<file path="config.mk">
export PLATFORM = sky130hd
export DESIGN_NAME = mem_frame_streamer
export DESIGN_NICKNAME = d
export VERILOG_FILES = /design/src/rtl/mem_stream_pkg.sv /design/src/rtl/stream_fifo2.sv /design/src/rtl/mem_frame_streamer.sv
export SDC_FILE = /design/constraint.sdc
export NUM_CORES = 1
export LEC_CHECK = 0
export ABC_AREA = 1
export BUFFER_PORTS_ARGS = -buffer_cell sky130_fd_sc_hd__buf_2
export CORE_MARGIN = 2
export CORE_UTILIZATION = 60
export CTS_BUF_LIST = sky130_fd_sc_hd__clkbuf_4 sky130_fd_sc_hd__clkbuf_8 sky130_fd_sc_hd__clkbuf_16
export DETAILED_ROUTE_END_ITERATION = 16
export GPL_TIMING_DRIVEN = 0
export PLACE_DENSITY = 0.94
export SYNTH_ARGS = -nofsm -noshare
export SYNTH_HDL_FRONTEND = slang
export SYNTH_SLANG_ARGS = --single-unit
export TNS_END_PERCENT = 50
</file>
<file path="constraint.sdc">
create_clock -name clk -period 4.1 [get_ports clk]
set_input_delay 0.205 -clock clk [delete_from_list [all_inputs] [get_ports clk]]
set_output_delay 0.205 -clock clk [all_outputs]
set_load 0.02 [all_outputs]
</file>
<file path="src/rtl/mem_stream_pkg.sv">
// Shared types and sizing helpers for the memory frame streamer.
package mem_stream_pkg;

    typedef enum logic [0:0] {
        IDLE   = 1'b0,
        STREAM = 1'b1
    } state_t;

    localparam int ADDR_LENGTH_DFLT = 14;

    // One extra bit so a full 2**addr_length frame count is representable.
    function automatic int cnt_width(input int addr_length);
        return addr_length + 1;
    endfunction

    localparam int CNT_W = cnt_width(ADDR_LENGTH_DFLT);

endpackage

</file>
<file path="src/rtl/stream_fifo2.sv">
// Two-entry registered FIFO that absorbs the memory read latency, plus its occupancy checker.
module stream_fifo2 #(
    parameter int DATA_WIDTH = 32
) (
    input  logic                  clk,
    input  logic                  reset,
    input  logic                  push,
    input  logic [DATA_WIDTH-1:0] push_data,
    input  logic                  pop,
    output logic [1:0]            count,
    output logic [DATA_WIDTH-1:0] head
);

    logic [DATA_WIDTH-1:0] mem_r [2];
    logic                  wr_ptr_r;
    logic                  rd_ptr_r;
    logic [1:0]            count_r;

    // Storage, pointers and occupancy; simultaneous push and pop leave occupancy unchanged.
    always_ff @(posedge clk) begin
        if (reset) begin
            mem_r[0] <= {DATA_WIDTH{1'b0}};
            mem_r[1] <= {DATA_WIDTH{1'b0}};
            wr_ptr_r <= 1'b0;
            rd_ptr_r <= 1'b0;
            count_r  <= 2'd0;
        end else begin
            if (push) begin
                mem_r[wr_ptr_r] <= push_data;
                wr_ptr_r        <= ~wr_ptr_r;
            end
            if (pop) begin
                rd_ptr_r <= ~rd_ptr_r;
            end
            count_r <= count_r + {1'b0, push} - {1'b0, pop};
        end
    end

    assign count = count_r;
    assign head  = mem_r[rd_ptr_r];

    stream_fifo2_chk u_chk (
        .clk   (clk),
        .reset (reset),
        .push  (push),
        .pop   (pop),
        .count (count_r)
    );

endmodule

module stream_fifo2_chk (
    input logic       clk,
    input logic       reset,
    input logic       push,
    input logic       pop,
    input logic [1:0] count
);

    a_no_overflow : assert property (@(posedge clk) disable iff (reset)
        !(push && !pop && (count == 2'd2)));

    a_no_underflow : assert property (@(posedge clk) disable iff (reset)
        !(pop && (count == 2'd0)));

endmodule

</file>
<file path="src/rtl/mem_frame_streamer.sv">
// Reads one frame from a 1-cycle-latency memory and streams it out as valid/ready with a last marker.
module mem_frame_streamer
    import mem_stream_pkg::*;
#(
    parameter int DATA_WIDTH  = 32,
    parameter int ADDR_LENGTH = 14,
    parameter int FRAME_LEN   = 1024
) (
    input  logic                   clk,
    input  logic                   reset,
    input  logic                   start,
    input  logic [ADDR_LENGTH-1:0] base_addr,
    output logic                   busy,
    output logic                   done,
    output logic [ADDR_LENGTH-1:0] rdaddr,
    input  logic [DATA_WIDTH-1:0]  rddata,
    output logic                   m_valid,
    input  logic                   m_ready,
    output logic [DATA_WIDTH-1:0]  m_data,
    output logic                   m_last
);

    localparam int             CW          = cnt_width(ADDR_LENGTH);
    localparam logic [CW-1:0]  FRAME_LEN_C = CW'(FRAME_LEN);
    localparam logic [CW-1:0]  LAST_IDX_C  = CW'(FRAME_LEN - 1);

    state_t                  state_r;
    logic                    busy_r;
    logic [ADDR_LENGTH-1:0]  rdaddr_r;
    logic [CW-1:0]           issued_r;
    logic [CW-1:0]           beats_r;
    logic                    rd_pending_r;

    logic [1:0]              fifo_count_s;
    logic [DATA_WIDTH-1:0]   fifo_head_s;
    logic                    valid_s;
    logic                    pop_s;
    logic                    last_s;
    logic                    issue_s;
    logic [2:0]              occ_s;

    assign valid_s = (fifo_count_s != 2'd0);
    assign pop_s   = valid_s & m_ready;
    assign last_s  = valid_s & (beats_r == LAST_IDX_C);

    // Issue decision; a slot freed by this cycle's pop is reusable so a held-high m_ready sustains 1 word/cycle.
    always_comb begin
        occ_s = {1'b0, fifo_count_s} + {2'b00, rd_pending_r} - {2'b00, pop_s};
        if ((state_r == STREAM) && (issued_r < FRAME_LEN_C) && (occ_s < 3'd2)) begin
            issue_s = 1'b1;
        end else begin
            issue_s = 1'b0;
        end
    end

    // Frame FSM with issue counter, accepted-beat counter and read address.
    always_ff @(posedge clk) begin
        if (reset) begin
            state_r      <= IDLE;
            busy_r       <= 1'b0;
            rdaddr_r     <= {ADDR_LENGTH{1'b0}};
            issued_r     <= {CW{1'b0}};
            beats_r      <= {CW{1'b0}};
            rd_pending_r <= 1'b0;
        end else begin
            rd_pending_r <= issue_s;
            case (state_r)
                IDLE: begin
                    if (start) begin
                        state_r  <= STREAM;
                        busy_r   <= 1'b1;
                        rdaddr_r <= base_addr;
                        issued_r <= {CW{1'b0}};
                        beats_r  <= {CW{1'b0}};
                    end
                end
                STREAM: begin
                    if (issue_s) begin
                        rdaddr_r <= rdaddr_r + ADDR_LENGTH'(1'b1);
                        issued_r <= issued_r + CW'(1'b1);
                    end
                    if (pop_s && last_s) begin
                        state_r <= IDLE;
                        busy_r  <= 1'b0;
                        beats_r <= {CW{1'b0}};
                    end else if (pop_s) begin
                        beats_r <= beats_r + CW'(1'b1);
                    end
                end
                default: begin
                    state_r <= IDLE;
                    busy_r  <= 1'b0;
                end
            endcase
        end
    end

    stream_fifo2 #(
        .DATA_WIDTH (DATA_WIDTH)
    ) u_fifo (
        .clk       (clk),
        .reset     (reset),
        .push      (rd_pending_r),
        .push_data (rddata),
        .pop       (pop_s),
        .count     (fifo_count_s),
        .head      (fifo_head_s)
    );

    assign busy    = busy_r;
    assign done    = pop_s & last_s;
    assign rdaddr  = rdaddr_r;
    assign m_valid = valid_s;
    assign m_data  = fifo_head_s;
    assign m_last  = last_s;

endmodule

</file>
==> flow_metrics.env, run 1 <==
export IMPL_netlist_instances=627
export IMPL_dpl_cell_area_um2=6140
export IMPL_insertion_delay_ns=0.51
export IMPL_place_congestion=0.890
export IMPL_gr_usage_all_layers_pct=27.9
export IMPL_rsz0062_at_grt="no"
export IMPL_grtUsageMet1_pct=31.6
export IMPL_tightestPinTransition_ns=0.791
export IMPL_antenna_found_initial=0
export IMPL_cp_required_ns=4.51
export IMPL_vias_per_cell=5.53
export IMPL_final_nets=811
export IMPL_rrSetupSlack_ns=1.15
export IMPL_overflow=0
export IMPL_synthesis_nets=683
export IMPL_grt_max_degree=33
export IMPL_yosysWarnings=0
export IMPL_cts_made_buffers=17
export IMPL_hold_buffers=10
export IMPL_finish_utilization_pct=77.9
export IMPL_h_tree_depth=4
export IMPL_final_seq_area_um2=2960
export IMPL_syn2layout_area_growth_pct=24.4
export IMPL_finalPower_w=0.00369
export IMPL_synth_avg_cell_area_um2=8.79
export IMPL_hpwl_um=8820
export IMPL_ant_nets=0
export IMPL_multiInputGateArea_um2=2100
export IMPL_reg2reg_depth=15
export IMPL_ys_ff_latch=116
export IMPL_reg2reg_from="u_fifo.count[1]"
export IMPL_core_area_um2=8810
export IMPL_rows=34
export IMPL_postRouteWirelength_um=13700
export IMPL_routedWlPerCell_um=15.6
export IMPL_grt_pass1_wl_um=21900
export IMPL_finalCriticalPeriod_ns=2.95
export IMPL_fmax_mhz=340
export IMPL_use_met3_pct=5.85
export IMPL_fin_crit_sh_pct=71.8
export IMPL_setup_viol=0
export IMPL_antennaDiodeCount=0
export IMPL_power_density_nw_per_um2=538
export IMPL_top_usage_layer="met2"
export IMPL_met2_usage_pct=52.7
export IMPL_cts_resized=0
export IMPL_port_buffers=99
export IMPL_synth_area_um2=5510
export IMPL_arrival_ns=3.35
export IMPL_peakVddDrop_v=0.000272
export IMPL_drive_gt1_share_pct=24.1
export IMPL_path_clk_slew_ns=0.06
export IMPL_path_class="reg2reg"
export IMPL_holdPathEnd="rdaddr[9]"
export IMPL_ios=100
export IMPL_cap_violations=0
export IMPL_die_height_um=99.9
export IMPL_root_buffer="clkbuf_8"
export IMPL_finClkSkew_ns=0.00614
export IMPL_vias=4847
export IMPL_drc_errors=0
export IMPL_first_pass_iters=5
export IMPL_timing_rr_end="rdaddr[1]"
export IMPL_finalHoldViolCount=0
export IMPL_synth_top_area_share_pct=34.9
export IMPL_initial_core_util_pct=62.6
export IMPL_synth_distinct_cells=37
export IMPL_clock_sinks=116
export IMPL_worstHoldStart="base_addr[9]"
export IMPL_tns_ns=0
export IMPL_worst_path_max_fanout=10
export IMPL_cts_buffer_depth=2
export IMPL_status="complete, no violations"
export IMPL_design_area_um2=6860
export IMPL_grt_pass1_vias=4714
export IMPL_drt_initial_drc_count=317
export IMPL_leakage_nw=3.16
export IMPL_synth_area_leader_cell="edfxtp_1"
export IMPL_worst_hold_path_num_cells=3
export IMPL_cts_tree="built"
export IMPL_cts_setup_buffers=0
export IMPL_worst_setup_path_end_kind="flip-flop"
export IMPL_seq_area_frac_synth_pct=53.7
export IMPL_yosys_top_cells_area="edfxtp_1 35%, dfxtp_1 19%, nor2_1 8.5%"
export IMPL_fp_dieArea_um2=9970
export IMPL_relSlewSlack_pct=47.1
export IMPL_critPathLaunchType="flip-flop"
export IMPL_finalMaxSlewViolations=0
export IMPL_die_w_um=99.9
export IMPL_hp_class="in2reg"
export IMPL_n_fill_cell=549
==> cell usage after synthesis <==
cell type / count
nand4_1: 10
a22oi_1: 4
dfxtp_1: 52
nor2_1: 125
xor2_1: 7
mux2_1: 4
nand3b_1: 4
inv_2: 2
o22ai_1: 1
edfxtp_1: 64
nor3_1: 7
or2_2: 2
a31oi_1: 1
clkbuf_1: 13
nor2_4: 1
o21ai_0: 24
buf_6: 3
mux2_2: 28
nor3_4: 1
nand2_4: 2
buf_2: 4
inv_1: 89
o21bai_1: 2
nand3_1: 38
mux2i_1: 1
o21ai_1: 1
xnor2_1: 1
nand2_2: 3
nand2_1: 99
nand3_2: 1
a211oi_1: 1
nor3_2: 1
fa_1: 1
buf_4: 2
a21oi_1: 21
ha_1: 5
nor2_2: 2
==> layout by cell type (no fill, tap or decap), types with 2 or more instances in the layout <==
cell type / n
xor2_1: 7
a21oi_1: 21
dfxtp_1: 52
nor3_1: 7
clkbuf_1: 13
inv_6: 4
mux2_1: 4
or2_2: 2
dlygate4sd3_1: 10
o21ai_0: 24
clkinv_4: 3
inv_2: 2
nand3b_1: 4
nand2_4: 2
a22oi_1: 4
nor2_1: 125
nand4_1: 10
bufinv_16: 3
buf_6: 3
ha_1: 5
nand2_1: 97
edfxtp_1: 64
clkinvlp_4: 3
buf_4: 2
nand3_1: 38
nand2_2: 5
nor2_2: 2
o21bai_1: 2
clkbuf_16: 16
inv_8: 2
mux2_2: 28
buf_2: 103
inv_1: 89
==> stage by stage <==
stage,hold slack (ns),instances,worst slack [ns]
global placement,0.432,834,1.30
finish,0.0111,876,1.15
CTS,0.000765,876,1.19
detailed placement,0.437,834,1.22
global route,0.0116,876,0.962
floorplan,0.282,627,1.45
==> worst max-delay path by stage <==
stage	to	slack, ns	cells past startpoint	from
floorplan	issued_r[2]	1.45	15	u_fifo.count[1]
global placement	issued_r[2]	1.30	15	u_fifo.count[1]
detailed placement	rdaddr[1]	1.22	15	u_fifo.count[1]
CTS	rdaddr[1]	1.19	15	u_fifo.count[1]
global route	rdaddr[11]	0.96	15	u_fifo.count[1]
finish	rdaddr[1]	1.15	15	u_fifo.count[1]
==> critical path, stage by stage, from the launching register on <==
cell,delay (ns)
dfxtp_1,0.31
inv_1,0.11
nand2_1,0.15
nand2_1,0.09
inv_1,0.10
ha_1,0.29
inv_1,0.04
ha_1,0.18
fa_1,0.51
nor3_4,0.21
nand3_2,0.19
nand2_4,0.20
inv_2,0.05
buf_2,0.19
nor2_1,0.14
nor2_1,0.06
==> final cells by class <==
class,count,area share (%)
sequential,116,43.2
buffer,22,1.71
timing repair buffer,109,8.68
clock buffer,17,6.04
clock inverter,15,2.86
inverter,91,4.98
tap,108,1.97
multi-input combinational,398,30.6
==> state kept, by name (all words and copies together) (netlist names), named ones only <==
signal	flops
beats_r	15
busy	1
issued_r	15
rd_pending_r	1
rdaddr	14
state_r	1
u_fifo.count	2
u_fifo.mem_r	64
u_fifo.rd_ptr_r	1
u_fifo.wr_ptr_r	1
==> per-layer routing <==
layer	vias to the layer above	wire, um
met2	225	7320
met3	34	879
met1	2291	5200
met5	-	0
li1	2297	-
met4	0	283
==> where the power goes <==
part / total (W) / internal, W / leakage (nW) / switching, W
registers: 0.00140 / 0.00133 / 1.09 / 0.0000694
clock network: 0.00152 / 0.000943 / 0.290 / 0.000580
logic: 0.000763 / 0.000278 / 1.78 / 0.000485
==> kinds of logic (layout without fill, tap and decap cells) <==
family | count (synthesis) | in the layout | share of synthesized area [%]
compound gates | 55 | 55 | 5.36
xor+xnor | 8 | 8 | 1.27
fa+ha+maj | 6 | 6 | 1.50
buf+inv | 113 | 254 | 8.33
flops | 116 | 116 | 53.7
mux | 33 | 33 | 6.72
simple gates | 296 | 296 | 23.1
Note: power is estimated with default switching activity, not from simulation.
==> run 2, diff against run 1 <==
- CORE_UTILIZATION: 60 -> 56
- PLACE_DENSITY: 0.94 -> 0.89
- clock period: 4.1 -> 3 ns (I/O delays scaled with it)
==> run 2 against run 1 <==
Effect of this change:
- global-route usage rose by 0.38 points
- sequential cell count did not move
- critical path depth did not move
- design area rose by 6.8%
- first-iteration DRC count rose by 67%
- final cell count rose by 7.6%
- non-clock buffer count rose by 42
- via count rose by 5.4%
- wire length rose by 13%
- critical endpoint is now rdaddr[11]
- largest power group unchanged
- highest routed layer unchanged
==> flow_metrics.env, run 2 (synthesized netlist as in run 1, its figures left out) <==
export IMPL_path_clk_slew_ns=0.06
export IMPL_postRouteWirelength_um=15500
export IMPL_largest_reg_flops=64
export IMPL_grt_max_degree=33
export IMPL_top_regs="u_fifo.mem_r (64), beats_r (15), issued_r (15)"
export IMPL_status="complete, no violations"
export IMPL_path_class="reg2reg"
export IMPL_port_buffers=99
export IMPL_ios=100
export IMPL_worst_path_max_fanout=10
export IMPL_clock_sinks=116
export IMPL_cts_buffer_depth=2
export IMPL_worst_hold_path_num_cells=3
export IMPL_first_pass_iters=5
export IMPL_finalMaxSlewViolations=0
export IMPL_vias_per_cell=5.42
export IMPL_arrival_ns=3.16
export IMPL_worst_setup_path_end_kind="flip-flop"
export IMPL_die_height_um=103
export IMPL_syn2layout_area_growth_pct=32.8
export IMPL_use_met3_pct=7.12
export IMPL_reg2reg_depth=15
export IMPL_startpoint="u_fifo.count[1]"
export IMPL_rows=36
export IMPL_tightestPinTransition_ns=0.799
export IMPL_leakage_nw=3.34
export IMPL_largest_register="u_fifo.mem_r"
export IMPL_seqPwrFrac_pct=36.9
export IMPL_swShare_pct=30.2
export IMPL_fp_dieArea_um2=10700
export IMPL_root_buffer="clkbuf_8"
export IMPL_antennaDiodeCount=0
export IMPL_critPathLaunchType="flip-flop"
export IMPL_p_clk_share_pct=41.0
export IMPL_insertion_delay_ns=0.52
export IMPL_h_tree_depth=4
export IMPL_initial_core_util_pct=56.9
export IMPL_overflow=0
export IMPL_gr_usage_all_layers_pct=28.3
export IMPL_cts_made_buffers=17
export IMPL_finalCriticalPeriod_ns=2.76
export IMPL_place_congestion=0.863
export IMPL_hpwl_um=8750
export IMPL_tns_ns=0
export IMPL_setup_viol=0
export IMPL_final_nets=853
export IMPL_cp_required_ns=3.40
export IMPL_grt_pass1_wl_um=23200
export IMPL_p_sw_w=0.00157
export IMPL_cap_violations=0
export IMPL_grtUsageMet1_pct=33.2
export IMPL_top_usage_layer="met2"
export IMPL_drt_initial_drc_count=529
export IMPL_routedWlPerCell_um=16.4
export IMPL_p_int_w=0.00364
export IMPL_cts_tree="built"
export IMPL_finalHoldViolCount=0
export IMPL_final_common_cell="nor2_1"
export IMPL_drc_errors=0
export IMPL_antenna_found_initial=0
export IMPL_worstHoldStart="rddata[12]"
export IMPL_combPwrFrac_pct=22.1
export IMPL_power_density_nw_per_um2=712
export IMPL_die_w_um=103
export IMPL_finClkSkew_ns=0.0115
export IMPL_ant_nets=0
export IMPL_fmax_mhz=362
export IMPL_core_area_um2=9680
export IMPL_rsz0062_at_grt="no"
export IMPL_relSlewSlack_pct=46.5
export IMPL_met2_usage_pct=50.1
export IMPL_fin_crit_sh_pct=92.0
export IMPL_vias=5109
export IMPL_mostFrequentLayoutCells="125 x nor2_1, 103 x buf_2, 97 x nand2_1, 88 x inv_1, 64 x edfxtp_1"
export IMPL_hp_class="in2reg"
export IMPL_drive_gt1_share_pct=23.8
export IMPL_grt_pass1_vias=5001
export IMPL_peakVddDrop_v=0.000479
export IMPL_reg2reg_from="u_fifo.count[1]"
export IMPL_holdWs_ns=0.0368
export IMPL_n_fill_cell=578
export IMPL_rrSetupSlack_ns=0.24
## run 2: critical path: stages (launching register included)
cell and delay, ns:
dfxtp_1 0.32, inv_2 0.08, nand2_1 0.11, nand2_1 0.08, inv_1 0.09, ha_1 0.30, inv_1 0.04, ha_1 0.18
fa_1 0.50, nor3_4 0.20, nand3_4 0.16, nand2_8 0.15, inv_2 0.05, buf_2 0.19, nor2_1 0.12, a21oi_1 0.07
## run 2: worst paths after layout
check | endpoint
worst max-delay path | rdaddr[11]
worst min-delay path | u_fifo.mem_r[0][12]
worst max register to register | rdaddr[11]
worst min register to register | issued_r[11]
## run 2: stage by stage
step	setup WS, ns	power [W]	instance area (um2)	cells	utilization, %
after floorplan	0.347	0.00262	5510	627	-
after global placement	0.247	0.00290	6170	859	63.8
after detailed placement	0.142	0.00295	6170	859	63.8
after CTS	0.0888	0.00511	7240	935	74.8
after global routing	0.0115	0.00540	7320	943	75.6
final	0.239	0.00521	7320	943	75.6
## run 2: layout make-up
cell class / count / area (um2) / share of cell area [%]
clock inverter: 14 / 203 / 2.77
sequential: 116 / 2960 / 40.5
clock buffer: 18 / 422 / 5.76
buffer: 22 / 118 / 1.61
inverter: 91 / 342 / 4.66
timing repair buffer: 151 / 998 / 13.6
multi-input combinational: 398 / 2110 / 28.8
tap: 133 / 166 / 2.27
## run 2: power by group through the flow
stage / Clock (W) / Sequential (W) / Combinational (W)
3_3_place_gp: 0 / 0.00193 / 0.000972
6_report: 0.00214 / 0.00192 / 0.00115
5_1_grt: 0.00222 / 0.00193 / 0.00125
3_5_place_dp: 0 / 0.00194 / 0.00101
2_1_floorplan: 0 / 0.00196 / 0.000661
4_1_cts: 0.00213 / 0.00191 / 0.00107
## run 2: what timing repair did
item / 4_1_cts / 5_1_grt
setup buffers: 0 / 7
setup endpoints to repair: 0 / 23
endpoints found under the hold margin: 69 / 1
gates resized for setup: 0 / 3
hold buffers: 44 / 1
## run 2: per-layer routing
| layer | up-vias | wire (um) |
|---|---|---|
| met5 | - | 0 |
| met4 | 0 | 440 |
| met3 | 52 | 1100 |
| met2 | 290 | 7980 |
| met1 | 2389 | 5940 |
| li1 | 2378 | - |
==> run 3, diff against run 2 <==
- CORE_ASPECT_RATIO: unset -> 1.1
- PLACE_DENSITY: 0.89 -> 0.9
==> run 3 against run 2 <==
Effect of this change:
- die area is essentially flat
- final cell count shrank 2.0%
- design area shrank 1.4%
- sequential cell count is the same
- register-to-register slack lost 0.04 ns
- power shrank 4.8%
- non-clock buffer count shrank 3
- global-route usage shrank 1.4 points
- core utilization grew 0.45 points
- worst setup slack lost 0.043 ns
- fmax shrank 1.5%
==> flow_metrics.env, run 3 (synthesized netlist as in run 1, its figures left out) <==
export IMPL_setup_viol=0
export IMPL_cap_violations=0
export IMPL_seqPwrFrac_pct=38.6
export IMPL_p_int_w=0.00351
export IMPL_path_class="reg2reg"
export IMPL_drive_gt1_share_pct=22.8
export IMPL_largest_register="u_fifo.mem_r"
export IMPL_finalHoldViolCount=0
export IMPL_p_clk_share_pct=39.1
export IMPL_final_seq_area_um2=2960
export IMPL_worst_path_max_fanout=10
export IMPL_relSlewSlack_pct=47.0
export IMPL_die_w_um=98.6
export IMPL_worst_setup_path_end_kind="flip-flop"
export IMPL_vias_per_cell=5.39
export IMPL_cp_required_ns=3.41
export IMPL_fp_dieArea_um2=10700
export IMPL_fin_crit_sh_pct=93.5
export IMPL_final_nets=850
export IMPL_die_height_um=108
export IMPL_path_clk_slew_ns=0.06
export IMPL_routedWlPerCell_um=15.3
export IMPL_multiInputGateArea_um2=2100
export IMPL_combPwrFrac_pct=22.3
export IMPL_initial_core_util_pct=58.1
export IMPL_antenna_found_initial=0
export IMPL_antennaDiodeCount=0
export IMPL_n_fill_cell=589
export IMPL_cts_buffer_depth=2
export IMPL_p_sw_w=0.00145
export IMPL_overflow=0
export IMPL_mostFrequentLayoutCells="125 x nor2_1, 103 x buf_2, 97 x nand2_1, 89 x inv_1, 64 x edfxtp_1"
export IMPL_final_common_cell="nor2_1"
export IMPL_grt_pass1_wl_um=22500
export IMPL_postRouteWirelength_um=14200
export IMPL_setup_ws_ns=0.195
export IMPL_finalMaxSlewViolations=0
export IMPL_finClkSkew_ns=0.0127
export IMPL_tightestPinTransition_ns=0.792
export IMPL_dp_worst_setup_slack_ns=0.153
export IMPL_drc_errors=0
export IMPL_ios=100
export IMPL_hpwl_um=8600
export IMPL_arrival_ns=3.22
export IMPL_swShare_pct=29.2
export IMPL_largest_reg_flops=64
export IMPL_critPathLaunchType="flip-flop"
export IMPL_root_buffer="clkbuf_8"
export IMPL_rsz0062_at_grt="no"
export IMPL_h_tree_depth=4
export IMPL_peakVddDrop_v=0.000450
export IMPL_cts_made_buffers=17
export IMPL_gr_usage_all_layers_pct=26.9
export IMPL_cts_tree="built"
export IMPL_hp_class="in2reg"
export IMPL_ant_nets=0
export IMPL_rows=37
export IMPL_drt_initial_drc_count=295
export IMPL_finalCriticalPeriod_ns=2.80
export IMPL_power_density_nw_per_um2=687
export IMPL_finalPower_w=0.00496
export IMPL_top_regs="u_fifo.mem_r (64), beats_r (15), issued_r (15)"
export IMPL_grt_pass1_vias=4873
export IMPL_core_area_um2=9490
export IMPL_grt_max_degree=33
export IMPL_tns_ns=0
export IMPL_leakage_nw=3.31
export IMPL_status="complete, no violations"
export IMPL_clock_sinks=116
export IMPL_vias=4978
export IMPL_place_congestion=0.866
export IMPL_insertion_delay_ns=0.52
export IMPL_port_buffers=99
export IMPL_first_pass_iters=5
export IMPL_syn2layout_area_growth_pct=31.0
export IMPL_fmax_mhz=357
-- run 3: cell count changes in the layout (fill, tap and decap cells not counted), moves of 2 or more --
cell | before | now
inv_6 | 3 | 0
clkinv_1 | 0 | 4
clkinv_4 | 3 | 0
buf_4 | 9 | 5
clkinv_2 | 0 | 4
clkinvlp_4 | 4 | 2
-- run 3: metrics by stage --
stage                     utilization (%)  hold slack (ns)  instance area, um2  std cells
after global routing                 76.1           0.0460                7220        924
after CTS                            75.7         0.000755                7180        921
after detailed placement             64.9            0.404                6150        843
after floorplan                         -            0.227                5510        627
final                                76.1           0.0290                7220        924
after global placement               64.9            0.400                6150        843
-- run 3: worst paths after layout --
path                   start            to  slack, ns  depth (start not counted)
max          u_fifo.count[1]   issued_r[2]       0.20                         15
min            base_addr[11]    rdaddr[11]       0.03                          5
max reg2reg  u_fifo.count[1]   issued_r[2]       0.20                         15
min reg2reg     issued_r[12]  issued_r[12]       0.44                          2
-- run 3: per-layer routing --
metal	routed length (um)	track usage, %
met1	5430	30.2
met2	7500	49.1
met3	985	7.43
met4	255	9.59
met5	0	0
-- run 3: power by group through the flow --
| stage | sequential, W | clock [W] | combinational, W |
|---|---|---|---|
| final | 0.00192 | 0.00194 | 0.00111 |
| after global routing | 0.00193 | 0.00204 | 0.00118 |
| after CTS | 0.00191 | 0.00196 | 0.00105 |
| after detailed placement | 0.00194 | 0 | 0.000997 |
| after global placement | 0.00193 | 0 | 0.000969 |
| after floorplan | 0.00196 | 0 | 0.000661 |
-- run 3: final cells by class --
| type | count | area share [%] |
|---|---|---|
| buffer | 22 | 1.63 |
| clock buffer | 19 | 5.94 |
| clock inverter | 13 | 1.94 |
| inverter | 91 | 4.73 |
| multi-input combinational | 398 | 29.1 |
| sequential | 116 | 41.0 |
| tap | 117 | 2.03 |
| timing repair buffer | 148 | 13.6 |
-- run 3: what timing repair did --
item                                    CTS  global route
resized for setup                         0             1
hold buffers                             46             0
setup buffers                             0             3
endpoints found under the setup margin    0            10
endpoints found under the hold margin    79             0
-- run 3: worst max-delay path, stage by stage (launching register included) --
cell and delay, ns:
dfxtp_1 0.31, inv_1 0.12, nand2_1 0.14, nand2_1 0.09
inv_1 0.09, ha_1 0.28, inv_1 0.04, ha_1 0.18
fa_1 0.50, nor3_4 0.19, nand3_4 0.15, nand2_4 0.16
inv_2 0.06, buf_2 0.19, o21ai_1 0.15, nor2_1 0.05
